`config.mk`:
```
export PLATFORM = sky130hd
export DESIGN_NAME = apb_vectored_service_unit
export DESIGN_NICKNAME = d
export VERILOG_FILES = /design/src/rtl/apb_svc_pkg.sv /design/src/rtl/svc_sync_edge.sv /design/src/rtl/apb_vectored_service_unit.sv
export SDC_FILE = /design/constraint.sdc
export NUM_CORES = 1
export LEC_CHECK = 0
export ABC_AREA = 1
export BUFFER_PORTS_ARGS = -buffer_cell sky130_fd_sc_hd__buf_2
export CAP_MARGIN = 10
export CORE_ASPECT_RATIO = 1.1
export CORE_MARGIN = 1.5
export CORE_UTILIZATION = 45
export CTS_CLUSTER_SIZE = 10
export DETAILED_ROUTE_END_ITERATION = 10
export GPL_TIMING_DRIVEN = 0
export PLACE_DENSITY = 0.77
export RECOVER_POWER = 25
export SYNTH_ARGS = -nofsm -noshare
export SYNTH_HDL_FRONTEND = slang
export SYNTH_HIERARCHICAL = 1
export SYNTH_SLANG_ARGS = --single-unit
```
`constraint.sdc`:
```
create_clock -name HCLK -period 4.9 [get_ports HCLK]
set_clock_uncertainty 0.2 [all_clocks]
set_input_delay 0.735 -clock HCLK [delete_from_list [all_inputs] [get_ports HCLK]]
set_output_delay 0.735 -clock HCLK [all_outputs]
set_load 0.03 [all_outputs]
```
`src/rtl/apb_svc_pkg.sv`:
```
// Shared definitions for the APB vectored service unit: register offsets,
// request FSM states and the channel-ID width helper.
package apb_svc_pkg;

  // Byte offsets inside the slave window (decoded on PADDR[4:2]).
  localparam logic [4:0] OFS_MASK    = 5'h00;
  localparam logic [4:0] OFS_PENDING = 5'h04;
  localparam logic [4:0] OFS_SET     = 5'h08;
  localparam logic [4:0] OFS_CLEAR   = 5'h0C;
  localparam logic [4:0] OFS_MODE    = 5'h10;
  localparam logic [4:0] OFS_STATUS  = 5'h14;

  typedef enum logic {
    IDLE = 1'b0,
    REQ  = 1'b1
  } svc_state_e;

  // Channel-ID width; never narrower than one bit so a single channel still has an ID.
  function automatic int svc_id_width(input int num_ch);
    if (num_ch <= 32'sd1) begin
      return 32'sd1;
    end else begin
      return $clog2(num_ch);
    end
  endfunction

endpackage

```
`src/rtl/svc_sync_edge.sv`:
```
// Per-channel input conditioning: optional synchroniser chain followed by a
// history flop used to detect 0->1 transitions of the synchronised level.
module svc_sync_edge #(
  parameter int SYNC_STAGES = 2
) (
  input  logic HCLK,
  input  logic HRESETn,
  input  logic signal_i,
  output logic level_o,
  output logic rise_o
);

  logic hist_r;

  generate
    if (SYNC_STAGES == 0) begin : g_nosync
      assign level_o = signal_i;
    end else begin : g_sync
      logic [SYNC_STAGES-1:0] sync_r;

      // Shift the raw line through the synchroniser chain.
      always_ff @(posedge HCLK or negedge HRESETn) begin
        if (!HRESETn) begin
          sync_r <= '0;
        end else begin
          sync_r[0] <= signal_i;
          for (int i = 1; i < SYNC_STAGES; i++) begin
            sync_r[i] <= sync_r[i-1];
          end
        end
      end

      assign level_o = sync_r[SYNC_STAGES-1];
    end
  endgenerate

  // Remember last cycle's synchronised level for rise detection.
  always_ff @(posedge HCLK or negedge HRESETn) begin
    if (!HRESETn) begin
      hist_r <= 1'b0;
    end else begin
      hist_r <= level_o;
    end
  end

  assign rise_o = level_o & ~hist_r;

endmodule

```
`src/rtl/apb_vectored_service_unit.sv`:
```
// APB event service unit: latches per-channel pending events, masks them and
// presents the lowest-indexed active channel as a vectored request with ack.
module apb_vectored_service_unit
  import apb_svc_pkg::*;
#(
  parameter int APB_ADDR_WIDTH = 12,
  parameter int NUM_CH         = 32,
  parameter int SYNC_STAGES    = 2,
  parameter int ID_W           = svc_id_width(NUM_CH)
) (
  input  logic                      HCLK,
  input  logic                      HRESETn,
  input  logic [APB_ADDR_WIDTH-1:0] PADDR,
  input  logic [31:0]               PWDATA,
  input  logic                      PWRITE,
  input  logic                      PSEL,
  input  logic                      PENABLE,
  output logic [31:0]               PRDATA,
  output logic                      PREADY,
  output logic                      PSLVERR,
  input  logic [NUM_CH-1:0]         signal_i,
  output logic                      irq_req_o,
  output logic [ID_W-1:0]           irq_id_o,
  input  logic                      irq_ack_i,
  input  logic [ID_W-1:0]           irq_ack_id_i
);

  logic [NUM_CH-1:0] mask_r, pending_r, mode_r;
  logic [NUM_CH-1:0] level_s, rise_s, set_s, clr_s, pending_nxt_s, active_s;
  logic [NUM_CH-1:0] wdata_s;
  logic [ID_W-1:0]   id_r, win_id_s;
  logic              req_r, any_s, id_pend_s, ack_match_s;
  logic              access_s, wr_s, rd_s;
  logic [4:0]        ofs_s;
  logic [31:0]       rdata_s;
  svc_state_e        state_r;
  logic              unused_addr_s;

  assign access_s      = PSEL & PENABLE;
  assign wr_s          = access_s & PWRITE;
  assign rd_s          = access_s & ~PWRITE;
  assign ofs_s         = {PADDR[4:2], 2'b00};
  assign wdata_s       = PWDATA[NUM_CH-1:0];
  assign unused_addr_s = ^{PADDR[APB_ADDR_WIDTH-1:5], PADDR[1:0]};

  genvar g;
  generate
    for (g = 0; g < NUM_CH; g++) begin : g_ch
      svc_sync_edge #(.SYNC_STAGES(SYNC_STAGES)) u_sync (
        .HCLK    (HCLK),
        .HRESETn (HRESETn),
        .signal_i(signal_i[g]),
        .level_o (level_s[g]),
        .rise_o  (rise_s[g])
      );
    end
  endgenerate

  assign ack_match_s = (state_r == REQ) & irq_ack_i & (irq_ack_id_i == id_r);

  // Next pending value: register write beats set sources, which beat clears.
  always_comb begin
    set_s = (mode_r & rise_s) | (~mode_r & level_s);
    clr_s = '0;
    if (wr_s && (ofs_s == OFS_SET)) begin
      set_s = set_s | wdata_s;
    end else begin
      set_s = set_s;
    end
    if (wr_s && (ofs_s == OFS_CLEAR)) begin
      clr_s = wdata_s;
    end else begin
      clr_s = '0;
    end
    for (int i = 0; i < NUM_CH; i++) begin
      clr_s[i] = clr_s[i] | (ack_match_s && (id_r == ID_W'(i)));
    end
    if (wr_s && (ofs_s == OFS_PENDING)) begin
      pending_nxt_s = wdata_s;
    end else begin
      pending_nxt_s = (pending_r & ~clr_s) | set_s;
    end
  end

  // Priority encoder: lowest-indexed active channel wins; also look up pending[id].
  always_comb begin
    active_s  = pending_r & mask_r;
    win_id_s  = '0;
    id_pend_s = 1'b0;
    for (int i = NUM_CH - 1; i >= 0; i--) begin
      if (active_s[i]) begin
        win_id_s = ID_W'(i);
      end else begin
        win_id_s = win_id_s;
      end
      id_pend_s = id_pend_s | (pending_r[i] & (id_r == ID_W'(i)));
    end
  end

  assign any_s = |active_s;

  // Configuration and pending registers.
  always_ff @(posedge HCLK or negedge HRESETn) begin
    if (!HRESETn) begin
      mask_r    <= '0;
      mode_r    <= '0;
      pending_r <= '0;
    end else begin
      if (wr_s && (ofs_s == OFS_MASK)) begin
        mask_r <= wdata_s;
      end
      if (wr_s && (ofs_s == OFS_MODE)) begin
        mode_r <= wdata_s;
      end
      pending_r <= pending_nxt_s;
    end
  end

  // Request FSM: latch winner, hold ID until matched ack or withdrawal.
  always_ff @(posedge HCLK or negedge HRESETn) begin
    if (!HRESETn) begin
      state_r <= IDLE;
      req_r   <= 1'b0;
      id_r    <= '0;
    end else begin
      case (state_r)
        IDLE: begin
          if (any_s) begin
            id_r    <= win_id_s;
            req_r   <= 1'b1;
            state_r <= REQ;
          end
        end
        REQ: begin
          if (ack_match_s || !id_pend_s) begin
            req_r   <= 1'b0;
            state_r <= IDLE;
          end
        end
        default: begin
          req_r   <= 1'b0;
          state_r <= IDLE;
        end
      endcase
    end
  end

  // Read mux on current register state; zero outside a read access phase.
  always_comb begin
    rdata_s = '0;
    if (rd_s) begin
      case (ofs_s)
        OFS_MASK:    rdata_s = 32'(mask_r);
        OFS_PENDING: rdata_s = 32'(pending_r);
        OFS_MODE:    rdata_s = 32'(mode_r);
        OFS_STATUS: begin
          rdata_s[31]       = req_r;
          rdata_s[ID_W-1:0] = id_r;
        end
        default:     rdata_s = '0;
      endcase
    end else begin
      rdata_s = '0;
    end
  end

  assign PRDATA    = rdata_s;
  assign PREADY    = 1'b1;
  assign PSLVERR   = access_s & (PADDR[4:3] == 2'b11);
  assign irq_req_o = req_r;
  assign irq_id_o  = id_r;

endmodule
```
==> run_results.csv <==
group,metric,value,unit
outcome,outcome,"finished, violations left",
outcome,violations,"max-capacitance violations, max-slew violations",
timing,finalMaxSlewViolations,83,
min_path,hold_path.class,"reg2reg",
power_and_ir_drop,power_per_cell_area,398,nW/µm²
placed_design,placed_area,10200,µm²
logic_synthesis,synth_area_leaders,"dfrtp_1 54%, nand2_1 14%, inv_1 5.9%",
floorplanning,top_level_ports,127,
timing,maxSlewHeadroom,-42.5,%
logic_synthesis,yosys_warnings,6,
setup_path,required,3.96,ns
logic_synthesis,synth-edff-count,0,
power_and_ir_drop,ir_drop,0.286,mV
clock_network,root_buffer,"clkbuf_16",
logic_synthesis,synthFlopType,"dfrtp_1",
logic_synthesis,synth_top_area_share,53.6,%
grt,busiest_layer,"met2",
min_path,hp-start,"g_ch[14].u_sync/g_sync.sync_r[0]$_DFF_PN0_",
power_and_ir_drop,pwr-share-clk,31.1,%
logic_synthesis,synth_fp_nets,1248,
clock_network,cts_hold_buf,0,
final_layout,drive_gt1_share,14.4,%
grt,grt_first_pass_wirelength,41700,µm
power_and_ir_drop,internal-power,2.83,mW
flow_run,cap_violations,1,
logic_synthesis,syn-cell-area,9290,µm²
drt,drc,0,
drt,drtIter0Drc,827,
timing,rsz0062_at_grt,"false",
setup_path,r2r-start,"irq_id_o[3]$_DFFE_PN0P_",
final_layout,regArea,4980,µm²
logic_synthesis,ys_async_sr_fraction,100,%
timing,final.min_clock_period,3.60,ns
grt,antenna_found_initial,0,
final_layout,nNetsFinal,1383,
timing,fmax,278,MHz
grt,grt_pass1_vias,8135,
timing,fin_crit_sh,73.4,%
logic_synthesis,synthCells,1161,
clock_network,cts_tree,"done",
setup_path,cp_max_fo,10,
drt,avgViaCountPerCell,5.40,
final_layout,diodes,0,
logic_synthesis,syn_area_per_cell,8.00,µm²
clock_network,clkTransAtPathRegs,0.06,ns
logic_synthesis,synth_area_leader_cell,"dfrtp_1",
clock_network,clock_sinks,199,
logic_synthesis,synth-seq-cells,199,
final_layout,fin_util,53.6,%
logic_synthesis,synth_seq_area_share,53.6,%
power_and_ir_drop,p_leak,5.53,nW
clock_network,ctsResizeCount,0,
final_layout,syn_to_final_growth,15.9,%
power_and_ir_drop,p_seq_share,46.1,%
power_and_ir_drop,switching_share,33.9,%
setup_path,path_class,"in2out",
setup_path,r2r_cells,13,
logic_synthesis,synthTopCellsByCount,"351 x nand2_1, 199 x dfrtp_1, 145 x inv_1, 123 x nor2_1, 81 x o21ai_0",
setup_path,reg2reg_to,"irq_req_o$_DFFE_PN0P_",
setup_path,arrival,2.66,ns
final_layout,final_area,10800,µm²
floorplanning,core_area,20100,µm²
grt,met1_usage,33.9,%
setup_path,r2r_slack,2.11,ns
grt,grt_overflow,0,
setup_path,startpoint_type,"input pin",
drt,wl,25800,µm
grt,grt_util_all_layers,24.9,%
final_layout,fillerInstances,1895,
placed_design,dp_hpwl,18800,µm
clock_network,clkLatencyLatePin,0.44,ns
timing,setup_viol,0,
timing,setup_ws,1.30,ns
grt,grt_start_max_net_pins,118,
min_path,min_to,"g_ch[14].u_sync/g_sync.sync_r[1]$_DFF_PN0_",
grt,gr-usage-met3,4.58,%
power_and_ir_drop,power_switching,1.45,mW
placed_design,numPortBuffers,115,
timing,hold_violations,0,
clock_network,cts_buffers,17,
placed_design,dpl_worst_slack,1.31,ns
drt,antenna_left,0,
setup_path,end_kind,"primary output",
floorplanning,fp.dieW,140,µm
power_and_ir_drop,pwr-share-comb,22.8,%
logic_synthesis,yosysMostFrequentCell,"nand2_1",
timing,tightest_slew,2.14,ns
floorplanning,start_util,46.3,%
clock_network,htreeDepth,4,
logic_synthesis,ys_types,33,
clock_network,post_cts_buffers,0,
placed_design,place.gp.congestion,0.920,
floorplanning,rows,54,
final_layout,multi_input_area,3570,µm²
drt,drtPass1Iterations,5,
drt,num_vias,8434,
min_path,hold_depth,0,
floorplanning,dieArea,21500,µm²
clock_network,clockBufferDepth,2,
grt,use_met2,39.7,%
floorplanning,die_h,154,µm
drt,wl_per_cell,16.5,µm
-- state kept, by name, indices dropped and copies added, names as in the netlist --
name,count
state_r,1
irq_id_o,5
mode_r,32
g_ch.u_sync/g_sync.sync_r,64
mask_r,32
irq_req_o,1
g_ch.u_sync/hist_r,32
pending_r,32
-- cell families after synthesis --
group / synth area share, %
AOI/OAI and AO/OA: 13.7
other: 0.0404
buffers and inverters: 7.87
xor gates and xnor gates: 0.0943
and+or+nand+nor: 24.6
DFF: 53.6
-- power groups by stage --
| stage | Sequential, mW | Combinational [mW] | Clock (mW) |
|---|---|---|---|
| global route | 2.00 | 1.09 | 1.42 |
| CTS | 1.97 | 0.965 | 1.35 |
| global placement | 2.00 | 0.941 | 0 |
| detailed placement | 2.00 | 0.959 | 0 |
| floorplan | 2.00 | 0.613 | 0 |
| finish | 1.98 | 0.975 | 1.33 |
-- area by class of cell --
cell class	instances	share of cell area, %
Sequential cell	199	46.3
Multi-Input combinational cell	770	33.2
Timing Repair Buffer	116	5.61
Inverter	147	5.13
Clock buffer	23	4.54
Tap cell	252	2.93
Buffer	45	1.66
Clock inverter	9	0.628
-- per-stage QoR --
stage,cells,power (mW),hold WS (ns),TNS [ns]
final,1561,4.28,0.147,0
after global routing,1561,4.50,0.155,0
after CTS,1561,4.29,0.100,0
after detailed placement,1529,2.96,0.136,0
after global placement,1528,2.94,0.132,-78.75
after floorplan,1161,2.61,0.131,0
-- placed cells by master (no fill, tap or decap), drive strengths merged, types with 6 or more instances in the layout --
master	instances
o21ai	104
dfrtp	199
buf	121
o22ai	13
a22oi	6
clkinv	6
nor3	12
inv	147
a221oi	8
nand3	37
clkbuf	63
nand2	355
o221ai	27
o211ai	26
a21oi	10
nor2	155
-- routing by layer --
metal	vias to the layer above	part of all wire [%]
met4	0	2.8
met2	389	46
li1	3995	-
met3	54	7.6
met1	3996	43
met5	-	0
-- how the worst max path moves through the flow --
stage             start                                   endpoint  slack, ns  cells past startpoint
2_1_floorplan  PADDR[4]                                  PRDATA[1]       1.85                      5
3_3_place_gp    HRESETn  g_ch[7].u_sync/g_sync.sync_r[1]$_DFF_PN0_      -0.41                      1
3_5_place_dp       PSEL                                 PRDATA[20]       1.31                      7
4_1_cts            PSEL                                 PRDATA[15]       1.31                      7
5_1_grt         PENABLE                                 PRDATA[22]       1.22                      7
6_report           PSEL                                 PRDATA[20]       1.30                      7
-- worst max-delay path, cell delays in order --
cell and delay [ns]:
buf_2 0.09, nand2_1 0.10, nor2_1 0.76, clkbuf_1 0.50
nand2_1 0.18, inv_1 0.08, buf_2 0.19
No activity file was read; power rests on OpenSTA's default activity.
